<file path="src/rtl/dram_arbiter.sv">
// dram_arbiter
// Round-robin arbiter and access sequencer sharing one single-port DRAM
// between four requesters. A winner is picked in IDLE and its access is
// driven for one cycle (ACCESS). Reads then wait out the DRAM read latency
// (WAIT), and every transaction ends with a one-cycle acknowledge (ACK).
//
// Ports:
//   clk, rst            clock; asynchronous active-high reset
//   req[3:0]            per-requester request, held until that requester's ack
//   we[3:0]             per-requester write (1) / read (0)
//   addr, wdata         flattened per-requester address / write data, slot i at [i*W +: W]
//   ack[3:0]            one-hot, one-cycle completion pulse
//   rdata               read data, valid in the ack cycle of a read, held otherwise
//   busy                high in ACCESS, WAIT and ACK
//   gnt_id              index of the current or most recent winner
//   mem_addr/we/wdata   DRAM port
//   mem_rdata           DRAM read data, valid RD_LAT cycles after the address
module dram_arbiter #(
  parameter int ADDR_W = 8,
  parameter int DATA_W = 8,
  parameter int RD_LAT = 2
) (
  input  logic                clk,
  input  logic                rst,
  input  logic [3:0]          req,
  input  logic [3:0]          we,
  input  logic [4*ADDR_W-1:0] addr,
  input  logic [4*DATA_W-1:0] wdata,
  output logic [3:0]          ack,
  output logic [DATA_W-1:0]   rdata,
  output logic                busy,
  output logic [1:0]          gnt_id,
  output logic [ADDR_W-1:0]   mem_addr,
  output logic                mem_we,
  output logic [DATA_W-1:0]   mem_wdata,
  input  logic [DATA_W-1:0]   mem_rdata
);

  localparam int CNT_W = (RD_LAT < 2) ? 1 : $clog2(RD_LAT + 1);

  typedef enum logic [1:0] {
    S_IDLE   = 2'd0,
    S_ACCESS = 2'd1,
    S_WAIT   = 2'd2,
    S_ACK    = 2'd3
  } state_t;

  state_t              r_state;
  state_t              w_state_nxt;

  logic [1:0]          r_last;
  logic                r_mask;
  logic [CNT_W-1:0]    r_cnt;
  logic [3:0]          r_ack;
  logic [DATA_W-1:0]   r_rdata;
  logic                r_busy;
  logic [1:0]          r_gnt;
  logic [ADDR_W-1:0]   r_mem_addr;
  logic                r_mem_we;
  logic [DATA_W-1:0]   r_mem_wdata;

  logic [3:0]          w_req_eff;
  logic                w_found;
  logic [1:0]          w_win;
  logic                w_grant;

  logic [1:0]          w_last_nxt;
  logic                w_mask_nxt;
  logic [CNT_W-1:0]    w_cnt_nxt;
  logic [3:0]          w_ack_nxt;
  logic [DATA_W-1:0]   w_rdata_nxt;
  logic                w_busy_nxt;
  logic [1:0]          w_gnt_nxt;
  logic [ADDR_W-1:0]   w_mem_addr_nxt;
  logic                w_mem_we_nxt;
  logic [DATA_W-1:0]   w_mem_wdata_nxt;

  // Round-robin pick: scan from last+1 upward (mod 4); last itself is checked
  // last. Scanning in reverse lets the nearest requester overwrite the result.
  function automatic logic [2:0] rr_pick(input logic [3:0] reqs, input logic [1:0] last);
    logic [2:0] pick;
    logic [1:0] idx;
    pick = {1'b0, last};
    for (int k = 4; k >= 1; k--) begin
      idx = last + 2'(k);
      if (reqs[idx]) begin
        pick = {1'b1, idx};
      end else begin
        pick = pick;
      end
    end
    return pick;
  endfunction

  // Request masking and winner selection.
  always_comb begin
    w_req_eff = req;
    // The requester served in the previous ACK has not yet seen its ack
    // drop its req, so ignore it for exactly this one IDLE cycle.
    if (r_mask) begin
      w_req_eff[r_last] = 1'b0;
    end else begin
      w_req_eff = req;
    end
    {w_found, w_win} = rr_pick(w_req_eff, r_last);
    w_grant = (r_state == S_IDLE) && w_found;
  end

  // State register.
  always_ff @(posedge clk or posedge rst) begin
    if (rst) begin
      r_state <= S_IDLE;
    end else begin
      r_state <= w_state_nxt;
    end
  end

  // Next-state logic.
  always_comb begin
    w_state_nxt = r_state;
    case (r_state)
      S_IDLE: begin
        if (w_found) begin
          w_state_nxt = S_ACCESS;
        end else begin
          w_state_nxt = S_IDLE;
        end
      end
      S_ACCESS: begin
        // mem_we is registered and high only in ACCESS for a write.
        if (r_mem_we) begin
          w_state_nxt = S_ACK;
        end else begin
          w_state_nxt = S_WAIT;
        end
      end
      S_WAIT: begin
        if (r_cnt == CNT_W'(1)) begin
          w_state_nxt = S_ACK;
        end else begin
          w_state_nxt = S_WAIT;
        end
      end
      S_ACK: begin
        w_state_nxt = S_IDLE;
      end
      default: begin
        w_state_nxt = S_IDLE;
      end
    endcase
  end

  // Output logic: next values of every registered output and datapath register.
  always_comb begin
    w_last_nxt      = r_last;
    w_gnt_nxt       = r_gnt;
    w_mem_addr_nxt  = r_mem_addr;
    w_mem_wdata_nxt = r_mem_wdata;
    w_mem_we_nxt    = 1'b0;
    w_cnt_nxt       = r_cnt;
    w_rdata_nxt     = r_rdata;

    if (w_grant) begin
      w_last_nxt      = w_win;
      w_gnt_nxt       = w_win;
      w_mem_addr_nxt  = addr[w_win*ADDR_W +: ADDR_W];
      w_mem_wdata_nxt = wdata[w_win*DATA_W +: DATA_W];
      w_mem_we_nxt    = we[w_win];
    end else begin
      w_mem_we_nxt    = 1'b0;
    end

    case (r_state)
      S_ACCESS: begin
        w_cnt_nxt = CNT_W'(RD_LAT);
      end
      S_WAIT: begin
        w_cnt_nxt = r_cnt - CNT_W'(1);
        // Last WAIT cycle: mem_rdata is valid now.
        if (r_cnt == CNT_W'(1)) begin
          w_rdata_nxt = mem_rdata;
        end else begin
          w_rdata_nxt = r_rdata;
        end
      end
      default: begin
        w_cnt_nxt = r_cnt;
      end
    endcase

    if (w_state_nxt == S_ACK) begin
      w_ack_nxt = 4'b0001 << r_gnt;
    end else begin
      w_ack_nxt = 4'b0000;
    end

    w_busy_nxt = (w_state_nxt != S_IDLE);
    w_mask_nxt = (r_state == S_ACK);
  end

  // Output and datapath registers.
  always_ff @(posedge clk or posedge rst) begin
    if (rst) begin
      r_last      <= 2'd3;
      r_mask      <= 1'b0;
      r_cnt       <= '0;
      r_ack       <= 4'b0000;
      r_rdata     <= '0;
      r_busy      <= 1'b0;
      r_gnt       <= 2'd0;
      r_mem_addr  <= '0;
      r_mem_we    <= 1'b0;
      r_mem_wdata <= '0;
    end else begin
      r_last      <= w_last_nxt;
      r_mask      <= w_mask_nxt;
      r_cnt       <= w_cnt_nxt;
      r_ack       <= w_ack_nxt;
      r_rdata     <= w_rdata_nxt;
      r_busy      <= w_busy_nxt;
      r_gnt       <= w_gnt_nxt;
      r_mem_addr  <= w_mem_addr_nxt;
      r_mem_we    <= w_mem_we_nxt;
      r_mem_wdata <= w_mem_wdata_nxt;
    end
  end

  assign ack       = r_ack;
  assign rdata     = r_rdata;
  assign busy      = r_busy;
  assign gnt_id    = r_gnt;
  assign mem_addr  = r_mem_addr;
  assign mem_we    = r_mem_we;
  assign mem_wdata = r_mem_wdata;

endmodule

</file>
<file path="config.mk">
export PLATFORM = sky130hd
export DESIGN_NAME = dram_arbiter
export DESIGN_NICKNAME = d
export VERILOG_FILES = /design/src/rtl/dram_arbiter.sv
export SDC_FILE = /design/constraint.sdc
export NUM_CORES = 1
export LEC_CHECK = 0
export CAP_MARGIN = 20
export CORE_MARGIN = 10
export CORE_UTILIZATION = 40
export DETAILED_ROUTE_END_ITERATION = 7
export PLACE_DENSITY_LB_ADDON = 0.2
export SLEW_MARGIN = 20
export SYNTH_ARGS = -nofsm -noshare
export SYNTH_HDL_FRONTEND = slang
export SYNTH_SLANG_ARGS = --single-unit
</file>
<file path="constraint.sdc">
create_clock -name clk -period 3.6 [get_ports clk]
set_input_delay 0.72 -clock clk [delete_from_list [all_inputs] [get_ports clk]]
set_output_delay 0.72 -clock clk [all_outputs]
set_load 0.05 [all_outputs]
</file>
==> flow_summary_export.csv <==
group,metric,value,unit
run_status,status,"finished clean",
synthesis,yosys_warnings,0,
synthesis,synth_area,2280,µm²
floorplan,num_rows,27,
floorplan,core,5540,µm²
sta,worst_slew_pin_slew,0.996,ns
detailed_routing,routed_wl,6.91,mm
synthesis,synth_edf_count,0,
clock_tree,cts_buffers,5,
synthesis,syn_inst,210,
layout,syn_to_final_growth,56.1,%
min_path,holdPathEnd,"r_cnt[0]$_DFFE_PP0P_",
synthesis,synth_common_cells,"37 x dfrtp_1, 29 x mux2i_1, 26 x nor2_1",
synthesis,synth-compound-area-share,15.1,%
pwr,power.total,3.66,mW
worst_setup_path,r2r-end,"mem_addr[6]$_DFFE_PP0P_",
worst_setup_path,crit_required,3.80,ns
synthesis,synthMuxAreaShare,18.8,%
synthesis,synth_xor_area_share,0.383,%
placement,gp_congestion,0.771,
min_path,hold_start,"r_cnt[0]$_DFFE_PP0P_",
detailed_routing,ant_nets,0,
sta,relSlewSlack,33.2,%
pwr,vdd_drop_max,0.522,mV
synthesis,ys_seq_area_share,42.8,%
layout,nets,414,
detailed_routing,vias,2003,
pwr,powerDensity,1030,nW/µm²
global_routing,grtUsageMet2,24.7,%
synthesis,synth_most_common_cell,"dfrtp_1",
floorplan,die_y,95.6,µm
detailed_routing,drc_errors,0,
clock_tree,h-tree-depth,2,
worst_setup_path,r2r_slack,0.41,ns
flow_run,cap_violations,0,
sta,maxSlewViolCount,0,
worst_setup_path,endpoint_kind,"flip-flop",
synthesis,synth_nets,302,
clock_tree,cts_resized,0,
global_routing,grt_busiest_layer,"met2",
synthesis,synthAdderAreaFrac,5.48,%
sta,setup_violations,0,
sta,clock_skew,0.00847,ns
sta,hold_viol,0,
clock_tree,cts_setup_buffers,0,
sta,setup_tns,0,ns
detailed_routing,drt-initial-drc-count,85,
global_routing,grt_first_pass_wirelength,10.7,mm
placement,port_buffers,113,
clock_tree,cts.root.buffer_cell,"clkbuf_8",
min_path,hold_path_class,"reg2reg",
worst_setup_path,setup.worst_path.class,"reg2reg",
global_routing,gr-total-overflow,0,
clock_tree,clkTransAtPathRegs,0.09,ns
global_routing,grt_util_met3,7.54,%
synthesis,synth-simple-area-share,11.9,%
worst_setup_path,crit_path_start_kind,"flip-flop",
placement,hpwlAfterDp,5.56,mm
worst_setup_path,crit-reg2reg-launch,"r_last[1]$_DFFE_PP1P_",
global_routing,grt_pass1_vias,2169,
clock_tree,clk_latency,0.30,ns
global_routing,globalRouteTotalUtil,14.8,%
pwr,p_leak,1.52,nW
global_routing,grt_max_degree,36,
synthesis,synth-seq-cells,39,
synthesis,yosysTopAreaCellShare,40.5,%
sta,fmaxAchievable,313,MHz
layout,multi_input_comb_area,1180,µm²
clock_tree,clock_path_buffers,2,
sta,finalCritPeriodShare,88.7,%
layout,drive_gt1_share,9.91,%
layout,regArea,978,µm²
global_routing,antenna_found_initial,0,
worst_setup_path,crit_arrival,3.39,ns
global_routing,grt_use_met1,16.0,%
layout,fill_cells,492,
sta,period_needed,3.19,ns
detailed_routing,first_pass_iters,4,
detailed_routing,routed_via_density,5.07,
floorplan,ios,114,
synthesis,async_reset_ff_share,100,%
clock_tree,clock-sinks,39,
synthesis,syn_avg_cell_area,10.9,µm²
min_path,min_path_cells,1,
layout,antenna_cells,0,
synthesis,synth_top_family_by_area,"multiplexers",
floorplan,start_util,41.2,%
synthesis,ys_types,37,
worst_setup_path,worstPathMaxFanout,35,
clock_tree,cts-hold-fix-buffers,0,
synthesis,synth_ff_type,"dfrtp_1",
floorplan,die_width,95.6,µm
clock_tree,cts_tree,"yes",
detailed_routing,drt-wirelength-per-cell,17.5,µm
sta,rsz0062_at_grt,"no",
worst_setup_path,reg2regPathDepth,9,
synthesis,ys_top_cells_by_area,"dfrtp_1 41%, mux2i_1 13%, a211oi_1 5.9%, ha_1 5.5%, mux2_2 5.4%",
synthesis,synth_area_leader_cell,"dfrtp_1",
floorplan,dieArea,9130,µm²
-- state kept, by name (all words and copies together) (netlist names) --
register,cells
r_cnt,2
rdata,8
busy,1
mem_addr,8
r_state,2
r_mask,1
gnt_id,2
r_last,2
mem_wdata,8
ack,4
mem_we,1
-- power breakdown --
part | switching [mW] | total (mW) | internal [mW]
Sequential | 0.128 | 0.790 | 0.662
Clock | 0.171 | 0.381 | 0.210
Combinational | 1.50 | 2.49 | 0.984
-- layer usage --
| layer | vias to the layer above | part of all wire [%] |
|---|---|---|
| met5 | - | 0 |
| met4 | 0 | 1.7 |
| met3 | 11 | 9.7 |
| met2 | 66 | 51 |
| met1 | 941 | 38 |
| li1 | 985 | - |
-- worst max path at each step --
stage,start,endpoint,cells after the start
6_report,r_last[1]$_DFFE_PP1P_,mem_addr[6]$_DFFE_PP0P_,9
5_1_grt,r_last[1]$_DFFE_PP1P_,mem_addr[3]$_DFFE_PP0P_,9
4_1_cts,r_last[1]$_DFFE_PP1P_,mem_addr[6]$_DFFE_PP0P_,9
3_5_place_dp,req[2],mem_addr[6]$_DFFE_PP0P_,8
3_3_place_gp,req[2],mem_addr[2]$_DFFE_PP0P_,8
2_1_floorplan,r_last[0]$_DFFE_PP1P_,mem_addr[0]$_DFFE_PP0P_,11
-- placed cells by master, fill, tap and decap left out, drive strengths merged --
| cell type | netlist | routed |
|---|---|---|
| dfrtp | 37 | 37 |
| a21o | 2 | 2 |
| inv | 11 | 11 |
| clkinv | 0 | 2 |
| o22ai | 1 | 1 |
| a211oi | 21 | 21 |
| and2 | 3 | 3 |
| bufinv | 0 | 1 |
| nor2 | 26 | 26 |
| o31ai | 2 | 2 |
| o22a | 1 | 1 |
| o211ai | 1 | 1 |
| a221oi | 7 | 7 |
| and3 | 9 | 9 |
| xnor2 | 1 | 1 |
| dfstp | 2 | 2 |
| nor3b | 1 | 1 |
| nor2b | 2 | 2 |
| mux2 | 12 | 12 |
| or4 | 1 | 1 |
| nand2 | 9 | 9 |
| a21oi | 3 | 3 |
| nor3 | 2 | 2 |
| a221o | 1 | 1 |
| ha | 10 | 10 |
| nand3 | 1 | 1 |
| buf | 6 | 4 |
| or2 | 1 | 1 |
| clkdlybuf4s50 | 0 | 113 |
| clkbuf | 6 | 5 |
| mux2i | 29 | 29 |
| o32a | 1 | 1 |
| a222oi | 1 | 1 |
-- worst max-delay path, cell delays in order, from the launching register on --
cell      delay, ns
dfstp_2        0.58
inv_1          0.10
ha_1           0.22
mux2_2         0.27
a221o_1        0.34
a211oi_2       0.36
or4_1          0.44
nand2_8        0.26
mux2i_1        0.20
a221oi_1       0.30
-- final cells by class --
class	instances	area share (%)
clock buffers	5	1.93
clock inverters	3	1.33
inverters	11	1.16
multi-input cells	148	33.1
flip-flops and latches	39	27.4
well taps	72	2.53
repair buffers	117	32.5
-- through the flow --
| step | worst slack, ns | hold WS (ns) | util (%) | cell area, µm² | instances |
|---|---|---|---|---|---|
| final | 0.409 | 0.485 | 64.4 | 3570 | 395 |
| after detailed placement | 0.252 | 0.480 | 62.3 | 3450 | 387 |
| after floorplan | 0.658 | 0.457 | - | 2280 | 210 |
| after global placement | 0.327 | 0.469 | 62.3 | 3450 | 387 |
| after CTS | 0.422 | 0.493 | 64.4 | 3570 | 395 |
| after global routing | 0.146 | 0.509 | 64.4 | 3570 | 395 |
-- cell families (layout without fill, tap and decap cells) --
logic type | count (synthesis) | count (layout)
xor+xnor | 1 | 1
buf+inv | 23 | 136
simple gates | 55 | 55
compound gates | 41 | 41
fa+ha+maj | 10 | 10
flops | 39 | 39
mux | 41 | 41
Power figures use the tool's default switching activity.
